==> src/rtl/fetch_pkg.sv <==
// Shared types and helpers for the opcode prefetch queue.
package fetch_pkg;

  // Fetch FSM states.
  typedef enum logic [1:0] {
    StIdle,
    StFetch,
    StFull
  } fetch_state_e;

  // Byte-order selectors for the BIG_ENDIAN parameter.
  localparam bit LittleEndian = 1'b0;
  localparam bit BigEndian    = 1'b1;

  // Width of an occupancy counter that must be able to hold the value depth.
  function automatic int unsigned level_width(input int unsigned depth);
    return $clog2(depth) + 1;
  endfunction

endpackage

==> src/rtl/opcode_fifo.sv <==
// Synchronous FIFO holding assembled opcodes and their fetch addresses.
module opcode_fifo import fetch_pkg::*; #(
  parameter int unsigned DEPTH      = 4,
  parameter int unsigned DATA_WIDTH = 8
) (
  input  logic                          clk_i,
  input  logic                          rst_ni,
  input  logic                          clear_i,
  input  logic                          push_i,
  input  logic [DATA_WIDTH-1:0]         wdata_i,
  input  logic                          pop_i,
  output logic [DATA_WIDTH-1:0]         rdata_o,
  output logic                          full_o,
  output logic                          empty_o,
  output logic [level_width(DEPTH)-1:0] level_o
);

  localparam int unsigned PtrW = $clog2(DEPTH);
  localparam int unsigned LvlW = level_width(DEPTH);

  logic [DATA_WIDTH-1:0] mem_q [DEPTH];
  logic [DATA_WIDTH-1:0] mem_d [DEPTH];
  logic [PtrW-1:0]       wptr_q, wptr_d, rptr_q, rptr_d;
  logic [LvlW-1:0]       cnt_q, cnt_d;
  logic                  do_push, do_pop;

  assign full_o   = (cnt_q == LvlW'(DEPTH));
  assign empty_o  = (cnt_q == '0);
  assign level_o  = cnt_q;
  assign rdata_o  = mem_q[rptr_q];
  assign do_push  = push_i && !full_o;
  assign do_pop   = pop_i && !empty_o;

  // Pointer, count and storage update; clear wins over push and pop.
  always_comb begin
    mem_d  = mem_q;
    wptr_d = wptr_q;
    rptr_d = rptr_q;
    cnt_d  = cnt_q;
    if (clear_i) begin
      wptr_d = '0;
      rptr_d = '0;
      cnt_d  = '0;
    end else begin
      if (do_push) begin
        mem_d[wptr_q] = wdata_i;
        wptr_d        = wptr_q + 1'b1;
      end
      if (do_pop) begin
        rptr_d = rptr_q + 1'b1;
      end
      case ({do_push, do_pop})
        2'b10:   cnt_d = cnt_q + 1'b1;
        2'b01:   cnt_d = cnt_q - 1'b1;
        default: cnt_d = cnt_q;
      endcase
    end
  end

  // State registers; storage is reset so the head reads zero out of reset.
  always_ff @(posedge clk_i or negedge rst_ni) begin
    if (!rst_ni) begin
      mem_q  <= '{default: '0};
      wptr_q <= '0;
      rptr_q <= '0;
      cnt_q  <= '0;
    end else begin
      mem_q  <= mem_d;
      wptr_q <= wptr_d;
      rptr_q <= rptr_d;
      cnt_q  <= cnt_d;
    end
  end

endmodule

==> src/rtl/opcode_prefetch_queue.sv <==
// Fetch-stage prefetch queue: byte fetch FSM, opcode assembler and opcode FIFO.
module opcode_prefetch_queue import fetch_pkg::*; #(
  parameter int unsigned ADDRESS_WIDTH = 32,
  parameter int unsigned WORD_BYTES    = 4,
  parameter int unsigned DEPTH         = 4,
  parameter bit          BIG_ENDIAN    = 1'b1
) (
  input  logic                          clk,
  input  logic                          reset,
  input  logic                          enable,
  input  logic [ADDRESS_WIDTH-1:0]      ip,
  input  logic                          flush,
  input  logic [7:0]                    ramData,
  input  logic                          ramBusy,
  output logic                          request,
  output logic [ADDRESS_WIDTH-1:0]      address,
  output logic [8*WORD_BYTES-1:0]       opcode,
  output logic [ADDRESS_WIDTH-1:0]      opcodeAddress,
  output logic                          opcodeValid,
  input  logic                          opcodeReady,
  output logic [level_width(DEPTH)-1:0] level,
  output logic                          busy
);

  localparam int unsigned OpW  = 8 * WORD_BYTES;
  localparam int unsigned CntW = 4;
  localparam int unsigned LvlW = level_width(DEPTH);

  fetch_state_e             state_q, state_d;
  logic [CntW-1:0]          byte_cnt_q, byte_cnt_d;
  logic [ADDRESS_WIDTH-1:0] addr_q, addr_d;
  logic [ADDRESS_WIDTH-1:0] word_start_q, word_start_d;
  logic [OpW-1:0]           asm_q, asm_d;

  logic                     beat, last_beat, pop;
  logic                     fifo_full, fifo_empty;
  logic [LvlW-1:0]          fifo_level;
  logic [OpW-1:0]           push_word;
  logic [ADDRESS_WIDTH-1:0] push_addr;

  assign request     = (state_q == StFetch);
  assign address     = addr_q;
  assign busy        = request || (byte_cnt_q != '0);
  assign opcodeValid = !fifo_empty;
  assign level       = fifo_level;

  // A beat offered at a word boundary while enable is low is ignored so fetch
  // can stop cleanly; reads have no side effects, so it is simply refetched.
  assign beat      = request && !ramBusy && !flush && (enable || (byte_cnt_q != '0));
  assign last_beat = beat && (byte_cnt_q == CntW'(WORD_BYTES - 1));
  assign pop       = opcodeValid && opcodeReady && !flush;
  // For single-byte words the start address is the current beat address.
  assign push_addr = (byte_cnt_q == '0) ? addr_q : word_start_q;

  // Insert the incoming byte into its slot of the word under assembly.
  always_comb begin
    push_word = asm_q;
    for (int unsigned i = 0; i < WORD_BYTES; i++) begin
      if (byte_cnt_q == CntW'((BIG_ENDIAN == BigEndian) ? (WORD_BYTES - 1 - i) : i)) begin
        push_word[i*8 +: 8] = ramData;
      end
    end
  end

  // Next-state logic for the FSM, byte counter and address counter.
  always_comb begin
    state_d      = state_q;
    byte_cnt_d   = byte_cnt_q;
    addr_d       = addr_q;
    word_start_d = word_start_q;
    asm_d        = asm_q;
    if (flush) begin
      byte_cnt_d   = '0;
      addr_d       = ip;
      word_start_d = ip;
      state_d      = enable ? StFetch : StIdle;
    end else begin
      if (beat) begin
        asm_d      = push_word;
        addr_d     = addr_q + 1'b1;
        byte_cnt_d = last_beat ? '0 : byte_cnt_q + 1'b1;
        if (byte_cnt_q == '0) begin
          word_start_d = addr_q;
        end
      end
      unique case (state_q)
        StIdle: begin
          if (enable) begin
            addr_d       = ip;
            word_start_d = ip;
            byte_cnt_d   = '0;
            // Queue may still be full from before fetch was stopped.
            state_d      = fifo_full ? StFull : StFetch;
          end
        end
        StFetch: begin
          if (last_beat && !pop && (fifo_level == LvlW'(DEPTH - 1))) begin
            state_d = StFull;
          end else if (!enable && (byte_cnt_d == '0)) begin
            state_d = StIdle;
          end
        end
        StFull: begin
          if (!enable) begin
            state_d = StIdle;
          end else if (!fifo_full) begin
            state_d = StFetch;
          end
        end
        default: state_d = StIdle;
      endcase
    end
  end

  // Fetch state registers.
  always_ff @(posedge clk or negedge reset) begin
    if (!reset) begin
      state_q      <= StIdle;
      byte_cnt_q   <= '0;
      addr_q       <= '0;
      word_start_q <= '0;
      asm_q        <= '0;
    end else begin
      state_q      <= state_d;
      byte_cnt_q   <= byte_cnt_d;
      addr_q       <= addr_d;
      word_start_q <= word_start_d;
      asm_q        <= asm_d;
    end
  end

  opcode_fifo #(
    .DEPTH      (DEPTH),
    .DATA_WIDTH (ADDRESS_WIDTH + OpW)
  ) u_fifo (
    .clk_i   (clk),
    .rst_ni  (reset),
    .clear_i (flush),
    .push_i  (last_beat),
    .wdata_i ({push_addr, push_word}),
    .pop_i   (pop),
    .rdata_o ({opcodeAddress, opcode}),
    .full_o  (fifo_full),
    .empty_o (fifo_empty),
    .level_o (fifo_level)
  );

endmodule

==> config.mk <==
export PLATFORM = sky130hd
export DESIGN_NAME = opcode_prefetch_queue
export DESIGN_NICKNAME = d
export VERILOG_FILES = /design/src/rtl/fetch_pkg.sv /design/src/rtl/opcode_fifo.sv /design/src/rtl/opcode_prefetch_queue.sv
export SDC_FILE = /design/constraint.sdc
export NUM_CORES = 1
export LEC_CHECK = 0
export CAP_MARGIN = 20
export CORE_MARGIN = 8
export CORE_UTILIZATION = 48
export DETAILED_ROUTE_END_ITERATION = 7
export MAX_ROUTING_LAYER = met4
export PLACE_DENSITY_LB_ADDON = 0.2
export SYNTH_ARGS = -nofsm -noshare
export SYNTH_HDL_FRONTEND = slang
export SYNTH_SLANG_ARGS = --single-unit
==> constraint.sdc <==
create_clock -name clk -period 3.7 [get_ports clk]
set_input_delay 0.37 -clock clk [delete_from_list [all_inputs] [get_ports clk]]
set_output_delay 0.37 -clock clk [all_outputs]
set_load 0.01 [all_outputs]
==> out/results.tsv <==
stage	metric	value	unit
run_status	outcome	finished clean	
sta	# setup viols final	0	
place	Inst Count DP	2058	
worst_setup_path	endpoint type of the worst setup path	output port	
cells_and_area	antenna cells	0	
global_route	vias in the first global route	11800	
cells_and_area	fin nets	1708	
sta	fin crit share	85.8	%
cts	Worst-Skew Late Latency	0.52	ns
hold_path	worst hold path startpoint	ip[13]	
cts	Root Driver	clkbuf_16	
detailed_routing	DR vias/cell	5.49	
worst_setup_path	Slowest-stage cell, CP	or3b_4	
worst_setup_path	worst-path cell chain	inv_1, ha_1, or3b_4, nand2b_1, clkdlybuf4s50_1	
synthesis	sequential fraction of the synthesis area	55.8	%
cells_and_area	fraction of layout cells with a size suffix above 1	10.0	%
detailed_routing	Routed wire per std cell	19.2	um
pwr	Tot Pwr	0.00933	W
floorplan	Initial Utilization	48.8	%
place	DP HPWL	26.3	mm
synthesis	synth top area cells	dfrtp_1 (56%), a21oi_1 (9.2%), mux4_2 (8.8%), nor2_1 (6.9%), mux2i_1 (4.0%)	
synthesis	Ys Warns	0	
worst_setup_path	Worst EP required	3.33	ns
cells_and_area	filler cell count	2816	
global_route	total grt overflow	0	
synthesis	Commonest cells post-synth	dfrtp_1 (365), nor2_1 (302), a21oi_1 (301)	
pwr	P_leak	8.46	nW
detailed_routing	Post-route DRC	0	
place	gpl congestion	0.827	
synthesis	most common cell in the netlist	dfrtp_1	
sta	min Tclk post-route	3.18	ns
worst_setup_path	CP Data Arrival Time	2.81	ns
global_route	largest net degree at the start of global routing	100	
synthesis	post-synthesis register bit count	365	
floorplan	core area	33500	um^2
place	IO buf count	147	
cells_and_area	area grow syn2layout	19.6	%
floorplan	I/O pin count	148	
detailed_routing	antenna-violating nets left	0	
floorplan	DIE AREA	40300	um^2
detailed_routing	Post-Route WL	40.9	mm
cts	total clock sinks	365	
detailed_routing	DR pass1 iterations	5	
synthesis	count of cell types in the netlist	46	
sta	final-report max-slew violation count	0	
synthesis	EDFF count, synth	0	
sta	Least-Margin Pin Slew	0.882	ns
synthesis	Post-Synthesis Cells	1544	
worst_setup_path	CP startpoint kind	flop	
floorplan	std cell rows	67	
synthesis	Synth Net Count	1600	
worst_setup_path	CP max stage delay	0.62	ns
flow_run	maxcap violations	0	
hold_path	WHS Endpoint	word_start_q[13]	
worst_setup_path	crit-path max FO	25	
global_route	initial antenna violation count	0	
cts	CTS tree	yes	
sta	Fin. Hold Viols	0	
synthesis	mean post-synth cell area	10.6	um^2
floorplan	die height	201	um
sta	setup TNS	0	ns
floorplan	Die X	201	um
sta	Fmax	315	MHz
pwr	power density over the cells	477	nW/um^2
synthesis	top_reg_cell synth	dfrtp_1	
worst_setup_path	R2R cell count	8	
worst_setup_path	flop2flop setup slack	0.87	ns
cts	clock-pin slew on the worst setup and hold paths	0.06	ns
synthesis	Synth Cell Area	16400	um^2
place	pre-CTS setup slack	0.608	ns
place	Post-DP Area	18300	um^2
sta	Worst slew margin	41.0	%
synthesis	asr flop ratio synth	100	%
synthesis	area fraction of the dominant cell type after synthesis	55.8	%
cts	CTS buffer count	39	
cells_and_area	fin cells	2127	
cts	maximum root-to-sink buffer count	3	
global_route	All-Layer GR Usage	20.7	%
detailed_routing	total vias in the final route	11700	
global_route	first-pass GRT wire length	65.9	mm
sta	setup slack after layout	0.524	ns
hold_path	Hold Path Depth	3	
hold_path	Hold/Removal Path Class	input port to flop	
worst_setup_path	worst r2r src	byte_cnt_q[0]	
sta	RSZ-0062 raised after global routing	false	
cells_and_area	Final Cell Area	19600	um^2
synthesis	post-synth top area cell	dfrtp_1	
worst_setup_path	WS Path Type	flop to output port	
sta	Clock Skew	0.0142	ns
worst_setup_path	reg2reg end	word_start_q[30]	
detailed_routing	Initial DRC Count	726	
cts	htree depth	2	
pwr	worst vdd ir	389	uV
==> logic make-up after synthesis <==
logic type | synth area share [%]
XOR/XNOR | 1.87
AND/OR/NAND/NOR | 11.9
adder cells (fa/ha/maj) | 0.811
multiplexers | 12.8
AO/OA/AOI/OAI | 12.8
flip-flops | 55.8
buffers and inverters | 3.88
==> power by group <==
part           total, W  internal, W  switching [W]
Clock           0.00388      0.00235        0.00153
Sequential      0.00428      0.00412       0.000152
Combinational   0.00118     0.000506       0.000671
==> flip-flops by register name, summed over array words and instances (netlist names) <==
signal and flops:
address 32, asm_q 32, byte_cnt_q 4, state_q 2, u_fifo.level_o 3, u_fifo.mem_q 256
u_fifo.rptr_q 2, u_fifo.wptr_q 2, word_start_q 32
==> per-layer routing <==
layer  up-vias  share of wire, %  global-route usage [%]  routed length (um)
met2       281                48                    33.1               19700
met5         -                 0                       -                   0
met3        59               5.1                    3.81                2100
met4         0               2.1                    5.05                 842
li1       5600                 -                       -                   -
met1      5728                45                    27.3               18300
==> repair_timing <==
item / CTS / global route
buffers inserted: 0 / 0
endpoints found under the hold margin: 95 / 0
gates resized for setup: 0 / 0
setup endpoints to repair: 0 / 0
hold buffers: 1 / 0
==> how the worst max path moves through the flow <==
| stage | startpoint | to | slack, ns | cells past startpoint |
|---|---|---|---|---|
| after global placement | flush | u_fifo.level_o[2] | 0.62 | 10 |
| final | byte_cnt_q[0] | busy | 0.52 | 5 |
| after global routing | byte_cnt_q[0] | busy | 0.42 | 5 |
| after floorplan | byte_cnt_q[1] | u_fifo.level_o[2] | 0.84 | 11 |
| after detailed placement | flush | u_fifo.level_o[2] | 0.61 | 10 |
| after CTS | byte_cnt_q[0] | busy | 0.49 | 5 |
==> layout make-up <==
type                    instances  area [um^2]  area share [%]
flip-flops and latches        365         9140            46.7
repair buffers                181         1910            9.76
inverters                      14         52.6           0.269
clock buffers                  62         1190            6.11
clock inverters                 6         82.6           0.422
well taps                     448          561            2.86
multi-input cells            1051         6630            33.9
==> per-stage QoR <==
stage | utilization [%] | hold WS (ns)
6_report | 58.4 | 0.428
5_1_grt | 58.4 | 0.450
4_1_cts | 58.4 | 0.410
3_5_place_dp | 54.5 | 0.471
3_3_place_gp | 54.5 | 0.461
2_1_floorplan | - | 0.0744
==> cells in the final DEF, fill, tap and decap left out, drive strengths merged, types with 2 or more instances in the layout <==
cell / count
mux4: 64
nor3: 14
inv: 14
nor2: 302
or3: 2
nand2b: 2
o31a: 2
nand2: 80
dfrtp: 365
and3: 2
clkbuf: 62
and2: 5
buf: 34
and4: 4
xnor2: 29
ha: 9
bufinv: 2
nor4b: 2
o21ai: 103
nor3b: 4
mux2i: 66
clkinv: 3
nand3: 17
nor2b: 2
or3b: 2
clkdlybuf4s50: 146
a31oi: 2
xor2: 6
or4b: 2
nor4: 13
a21oi: 301
nand4: 6
==> critical path, delay by kind of cell (launching register included) <==
| kind | cells | cell delay, ns |
|---|---|---|
| adder cells (fa/ha/maj) | 1 | 0.23 |
| buffers and inverters | 2 | 0.73 |
| flip-flops | 1 | 0.51 |
| AND/OR/NAND/NOR | 2 | 0.80 |
Note: power is estimated with default switching activity, not from simulation.
